`config.mk`:
```
export PLATFORM = sky130hd
export DESIGN_NAME = dtg_param
export DESIGN_NICKNAME = d
export VERILOG_FILES = /design/src/rtl/dtg_pkg.sv /design/src/rtl/dtg_axis_cnt.sv /design/src/rtl/dtg_param.sv
export SDC_FILE = /design/constraint.sdc
export NUM_CORES = 1
export LEC_CHECK = 0
export CORE_ASPECT_RATIO = 1.75
export CORE_MARGIN = 8
export CORE_UTILIZATION = 35
export CTS_BUF_LIST = sky130_fd_sc_hd__clkbuf_4
export DETAILED_ROUTE_END_ITERATION = 10
export SETUP_SLACK_MARGIN = 0.2
export SLEW_MARGIN = 20
export SYNTH_ARGS = -nofsm -noshare
export SYNTH_HDL_FRONTEND = slang
export SYNTH_SLANG_ARGS = --single-unit
export TNS_END_PERCENT = 10
```
`constraint.sdc`:
```
create_clock -name clock -period 3.7 [get_ports clock]
set_clock_uncertainty 0.1 [all_clocks]
set_input_delay 0.37 -clock clock [delete_from_list [all_inputs] [get_ports clock]]
set_output_delay 0.37 -clock clock [all_outputs]
set_load 0.01 [all_outputs]
```
`src/rtl/dtg_pkg.sv`:
```
// rtl/dtg_pkg.sv - display timing generator mode constants, FSM states and sync helper
package dtg_pkg;

    typedef struct packed {
        int h_active;
        int h_fp;
        int h_sync;
        int h_bp;
        int v_active;
        int v_fp;
        int v_sync;
        int v_bp;
    } dtg_mode_t;

    localparam dtg_mode_t MODE_640X480  = '{640, 16, 96, 48, 480, 10, 2, 33};
    localparam dtg_mode_t MODE_800X600  = '{800, 40, 128, 88, 600, 1, 4, 23};
    localparam dtg_mode_t MODE_1024X768 = '{1024, 24, 136, 144, 768, 3, 6, 29};

    typedef logic [1:0] dtg_state_t;

    localparam dtg_state_t ST_IDLE  = 2'd0;
    localparam dtg_state_t ST_RUN   = 2'd1;
    localparam dtg_state_t ST_DRAIN = 2'd2;

    // Pin level for a sync that is (or is not) inside its window.
    function automatic logic sync_level(input logic active, input logic pol);
        return active ? pol : ~pol;
    endfunction

endpackage

```
`src/rtl/dtg_axis_cnt.sv`:
```
// rtl/dtg_axis_cnt.sv - enabled wrap counter with a wrap pulse, one per display axis
module dtg_axis_cnt #(
    parameter int W = 12
) (
    input  logic         clock,
    input  logic         rst,
    input  logic         en,
    input  logic [W-1:0] wrap_val,
    output logic [W-1:0] cnt,
    output logic         wrap
);

    assign wrap = en && (cnt == wrap_val);

    always_ff @(posedge clock) begin
        if (rst) begin
            cnt <= '0;
        end else if (wrap) begin
            cnt <= '0;
        end else if (en) begin
            cnt <= cnt + 1'b1;
        end
    end

endmodule

```
`src/rtl/dtg_param.sv`:
```
// rtl/dtg_param.sv - parametrised display timing generator; DTG_FRAME_CNT_EN adds frame_count
module dtg_param
    import dtg_pkg::*;
#(
    parameter int H_ACTIVE  = MODE_800X600.h_active,
    parameter int H_FP      = MODE_800X600.h_fp,
    parameter int H_SYNC    = MODE_800X600.h_sync,
    parameter int H_BP      = MODE_800X600.h_bp,
    parameter int V_ACTIVE  = MODE_800X600.v_active,
    parameter int V_FP      = MODE_800X600.v_fp,
    parameter int V_SYNC    = MODE_800X600.v_sync,
    parameter int V_BP      = MODE_800X600.v_bp,
    parameter bit HSYNC_POL = 1'b0,
    parameter bit VSYNC_POL = 1'b0,
    parameter int CW        = 12
) (
    input  logic          clock,
    input  logic          rst,
    input  logic          pix_ce,
    input  logic          run,
    output logic          horiz_sync,
    output logic          vert_sync,
    output logic          video_on,
    output logic [CW-1:0] pixel_column,
    output logic [CW-1:0] pixel_row,
    output logic [31:0]   pix_num,
    output logic          line_start,
    output logic          frame_start,
    output logic          busy
`ifdef DTG_FRAME_CNT_EN
    ,
    output logic [15:0]   frame_count
`endif
);

    localparam int H_TOTAL = H_ACTIVE + H_FP + H_SYNC + H_BP;
    localparam int V_TOTAL = V_ACTIVE + V_FP + V_SYNC + V_BP;

    localparam logic [CW-1:0] H_LAST   = CW'(H_TOTAL - 1);
    localparam logic [CW-1:0] H_ACT    = CW'(H_ACTIVE);
    localparam logic [CW-1:0] HS_FIRST = CW'(H_ACTIVE + H_FP);
    localparam logic [CW-1:0] HS_LAST  = CW'(H_ACTIVE + H_FP + H_SYNC - 1);
    localparam logic [CW-1:0] V_LAST   = CW'(V_TOTAL - 1);
    localparam logic [CW-1:0] V_ACT    = CW'(V_ACTIVE);
    localparam logic [CW-1:0] VS_FIRST = CW'(V_ACTIVE + V_FP);
    localparam logic [CW-1:0] VS_LAST  = CW'(V_ACTIVE + V_FP + V_SYNC - 1);

    dtg_state_t    state;
    dtg_state_t    state_nx;
    logic [CW-1:0] h_cnt;
    logic [CW-1:0] v_cnt;
    logic          adv;
    logic          h_wrap;
    logic          v_wrap;
    logic          to_idle;
    logic          frame_hit;
    logic          h_act;
    logic          v_act;
    logic          h_in_sync;
    logic          v_in_sync;
    logic [31:0]   pix_next;

    // v_wrap is only raised on the h wrap of the last line, i.e. the full-frame wrap.
    assign adv       = pix_ce && (state != ST_IDLE);
    assign to_idle   = (state == ST_DRAIN) && !run && v_wrap;
    assign frame_hit = adv && !to_idle && (h_cnt == '0) && (v_cnt == '0);
    assign busy      = (state != ST_IDLE);

    assign h_act     = (h_cnt < H_ACT);
    assign v_act     = (v_cnt < V_ACT);
    assign h_in_sync = (h_cnt >= HS_FIRST) && (h_cnt <= HS_LAST);
    assign v_in_sync = (v_cnt >= VS_FIRST) && (v_cnt <= VS_LAST);

    dtg_axis_cnt #(.W(CW)) u_h_cnt (
        .clock    (clock),
        .rst      (rst),
        .en       (adv),
        .wrap_val (H_LAST),
        .cnt      (h_cnt),
        .wrap     (h_wrap)
    );

    dtg_axis_cnt #(.W(CW)) u_v_cnt (
        .clock    (clock),
        .rst      (rst),
        .en       (h_wrap),
        .wrap_val (V_LAST),
        .cnt      (v_cnt),
        .wrap     (v_wrap)
    );

    always_comb begin
        state_nx = state;
        case (state)
            ST_IDLE:  if (run) state_nx = ST_RUN;
            ST_RUN:   if (!run) state_nx = ST_DRAIN;
            ST_DRAIN: begin
                if (run) begin
                    state_nx = ST_RUN;
                end else if (v_wrap) begin
                    state_nx = ST_IDLE;
                end
            end
            default:  state_nx = ST_IDLE;
        endcase
    end

    always_ff @(posedge clock) begin
        if (rst) begin
            state <= ST_IDLE;
        end else begin
            state <= state_nx;
        end
    end

    // Outputs describe the pixel at the pre-advance counters, so they trail h_cnt/v_cnt by one.
    always_ff @(posedge clock) begin
        if (rst || to_idle) begin
            horiz_sync   <= ~HSYNC_POL;
            vert_sync    <= ~VSYNC_POL;
            video_on     <= 1'b0;
            pixel_column <= '0;
            pixel_row    <= '0;
            pix_num      <= '0;
            pix_next     <= '0;
            line_start   <= 1'b0;
            frame_start  <= 1'b0;
        end else if (adv) begin
            horiz_sync   <= sync_level(h_in_sync, HSYNC_POL);
            vert_sync    <= sync_level(v_in_sync, VSYNC_POL);
            video_on     <= h_act && v_act;
            pixel_column <= h_cnt;
            pixel_row    <= v_cnt;
            line_start   <= (h_cnt == '0);
            frame_start  <= frame_hit;
            // pix_next is the index of the next active pixel; it restarts during vertical blanking.
            if (!v_act) begin
                pix_num  <= '0;
                pix_next <= '0;
            end else if (h_act) begin
                pix_num  <= pix_next;
                pix_next <= pix_next + 32'd1;
            end
        end else begin
            line_start  <= 1'b0;
            frame_start <= 1'b0;
        end
    end

`ifdef DTG_FRAME_CNT_EN
    always_ff @(posedge clock) begin
        if (rst) begin
            frame_count <= '0;
        end else if (frame_hit) begin
            frame_count <= frame_count + 16'd1;
        end
    end
`endif

endmodule

```
==> impl_results.md <==
- Source of the worst register-to-register timing path: u_v_cnt.cnt[11]
- Overall die width: 108.7 microns
- Number of synthesized flops with an enable pin: 0
- Mean Syn Cell Area: 8.447 sq um
- Count of final setup violators: 0
- Crit path setup slack, layout: 0.8576 ns
- Part of the power in the clock network: 35.3%
- CTS tree: built
- Post-synth top area share: 45.27%
- Clock root cell: clkbuf_4
- Critical path, cell by cell: or4_4 -> or4_4 -> nor4_4 -> a21o_2 -> buf_12 -> a311oi_1
- Largest voltage drop on the vdd net: 0.1663 mV
- Worst Hold Path Cells: 3
- Sequential share of the synthesized area: 45.27%
- Number of sinks on the clock net: 119
- Area delta synth->final: 19.16%
- Post-Route Hold Slack: 0.3346 ns
- WP data required: 3.98 ns
- Register bit total from synthesis: 119
- Share of the cycle needed by the critical path after routing: 76.82%
- Number of different library cells in the post-synthesis netlist: 56
- Post-DRT Antenna Nets: 0
- Shortest clock period the worst path allows after layout: 2.842 ns
- Worst slew pin tran: 0.5437 ns
- R2r endpoint: pix_next[15]
- Hold/Removal Path Class: input port to flop
- Routed wire length: 14,290 microns
- Dominant cells by area after synthesis: dfxtp_1 (45%), nand2_1 (6.0%), a21oi_1 (5.0%), nor2_1 (5.0%), a22oi_1 (4.7%)
- Most frequent cell on the critical path: or4_4
- CP Capture Type: flop
- Ratio of cells with drive above 1 in the final layout: 8.029%
- Total negative setup slack: 0 ns
- Worst max-slew margin expressed relative to the limit: 63.42%
- Yosys warning total: 0
- Die area: 19,370 sq um
- Async set-reset flop share out of synthesis: 0%
- Startpoint type of the worst setup path: flop
- Clock edge transition at the registers on the reported setup and hold paths: 0.10 ns
- Boundary pin count: 66
- Commonest cells after routing, fill and taps aside: dfxtp_1 (119), nand2_1 (84), nor2_1 (70)
- Max incr delay on CP: 0.57 ns
- Signal arrival time at the worst endpoint: 3.13 ns
- Net count, final: 683
- Max Cap Violations: 0
- Mapped Nets: 634
- Remaining Overflow, GRT: 0
- Routed vias/inst: 5.570
- Cell type with the largest total area after synthesis: dfxtp_1
- Final RePlAce weighted congestion: 0.8354
- Most common library cell in the layout ignoring fill and taps: dfxtp_1
- Routed length per placed instance: 16.45 microns
- Fillers: 1,527
- Area taken by flip-flops and latches: 2382 sq um
- Maximum number of pins on one net before global-route repair: 69
- Antenna violations before repair: 1
- Largest driver fanout on the critical path: 37
- Wire length of the first global-routing pass: 23,320 microns
- Total via count in the routed design: 4,840
- Unrepaired setup endpoints after global routing: no
- Drt drc: 0
- Fmax: 0.3518 GHz
- Hold Startpoint: run
- Overall power after layout: 2.149 mW
- Hold Path Sink: state[0]
- Slew Limit Fails: 0
- HPWL Detailed: 9909 microns
- Internal portion of total power: 1.586 mW
- Count of standard-cell rows: 59
- Inserted Clock Buffers: 17
- Core Footprint: 14,760 sq um
- Run status: completed
- WS Path Type: flop to flop
- Height of the die: 178.2 microns
- # Post-CTS Setup Buffers: 0
- Iteration-0 DRC Markers: 188
- Gate count after technology mapping: 623
- Fin. Hold Viols: 0
- Number of gates resized after CTS: 0
- GRT Resource Usage Total: 15.11%
- Number of levels the H-tree was split into: 4
- Predominant post-synthesis flop cell: dfxtp_1
- Total of hold buffers inserted after clock tree synthesis: 0
- Register-to-register path setup slack: 0.86 ns
- Count of buffers inserted at the top-level ports: 65
- Sequential share of power: 60.1%
- Cell leakage power: 1.973 nW
- Latest clock arrival within the worst-skew pair: 0.54 ns
- R2R depth: 6
- P_sw: 0.5627 mW
- Cell with the biggest individual delay on the critical path: or4_4
- Area occupied by multi-input gates: 2621 sq um
- Number of global-route vias before repair: 4,705
- Post-Syn Area: 5263 sq um
- Pwr dens: 342.6 nW/um^2
- Placement Setup Slack: 0.7476 ns
- Clk buf depth: 2
- Comb pwr share: 4.7%
- Proportion of total power due to net switching: 26.19%
- Effective utilization at floorplan: 35.64%
- Post-layout utilization of the core: 42.47%
- First-pass DRT Iterations: 5
power by group through the flow:
stage	clock (mW)	sequential (mW)	combinational, mW
detailed placement	0	1.32	0.102
finish	0.758	1.29	0.100
global route	0.838	1.29	0.109
floorplan	0	1.32	0.0690
CTS	0.782	1.29	0.102
global placement	0	1.32	0.0988
through the flow:
stage / instances / cell area, sq um
6_report: 869 / 6271
3_5_place_dp: 836 / 6056
5_1_grt: 869 / 6271
4_1_cts: 868 / 6269
2_1_floorplan: 623 / 5263
3_3_place_gp: 836 / 6056
layout make-up:
type | count | share of cell area (%)
diodes | 1 | 0.03990
inverters | 12 | 0.7183
well taps | 183 | 3.651
multi-input cells | 445 | 41.80
repair buffers | 77 | 12.41
clock inverters | 12 | 0.9976
clock buffers | 20 | 2.394
flip-flops and latches | 119 | 37.99
cell usage after synthesis (2+ instances only):
cell type and instances:
buf_1 2, clkbuf_1 22, or4_4 2, o21ai_0 15, inv_1 12, and3_1 10, nor2_1 70, xnor2_1 15
xor2_1 6, a31oi_1 3, or3_1 5, nor3_1 13, nand2_1 84, buf_6 4, a2111oi_0 2, or2_2 3
dfxtp_1 119, or4b_2 2, nor4_1 16, a21o_1 4, nand2b_1 4, a22oi_1 33, a311oi_1 15, and4_1 3
a41oi_1 7, nand4_1 19, ha_1 7, nor3b_1 2, nand3_1 18, a21oi_1 53, and2_1 3, buf_2 17
nand4b_1 3, a211oi_1 8
kinds of logic after synthesis:
logic type / share of synthesized area (%)
AO/OA/AOI/OAI: 19.71
buffers and inverters: 5.278
XOR/XNOR: 3.495
multiplexers: 0.1902
adder cells (fa/ha/maj): 1.664
flip-flops: 45.27
AND/OR/NAND/NOR: 24.39
worst max-delay path: cells and delay by family (launching register included):
kind / cells / cell delay, ns
AND/OR/NAND/NOR: 3 / 1.33
buffers and inverters: 1 / 0.26
AO/OA/AOI/OAI: 2 / 0.58
flip-flops: 1 / 0.40
metal layers:
| layer | vias to the layer above | part of all wire, % | global-route usage (%) |
|---|---|---|---|
| met5 | - | 0 | 0 |
| met1 | 2307 | 36 | 14.68 |
| li1 | 2363 | - | - |
| met2 | 146 | 56 | 29.00 |
| met4 | 0 | 2.2 | 6.598 |
| met3 | 24 | 5.5 | 3.509 |
state kept, by name (all words and copies together), names as in the netlist:
register      flops
frame_start       1
vert_sync         1
video_on          1
pixel_column     12
pix_next         32
pix_num          32
line_start        1
horiz_sync        1
pixel_row        12
u_v_cnt.cnt      12
u_h_cnt.cnt      12
state             2
how the worst max path moves through the flow:
| stage | start | end | slack [ns] | cells past startpoint |
|---|---|---|---|---|
| floorplan | u_v_cnt.cnt[7] | pix_num[31] | 1.33 | 9 |
| global route | pix_next[0] | pix_next[30] | 0.71 | 6 |
| CTS | u_v_cnt.cnt[11] | pix_next[15] | 0.85 | 6 |
| detailed placement | pix_ce | pix_next[14] | 0.75 | 8 |
| global placement | pix_ce | pix_next[14] | 0.76 | 8 |
| finish | u_v_cnt.cnt[11] | pix_next[15] | 0.86 | 6 |
No activity file was read; power rests on OpenSTA's default activity.
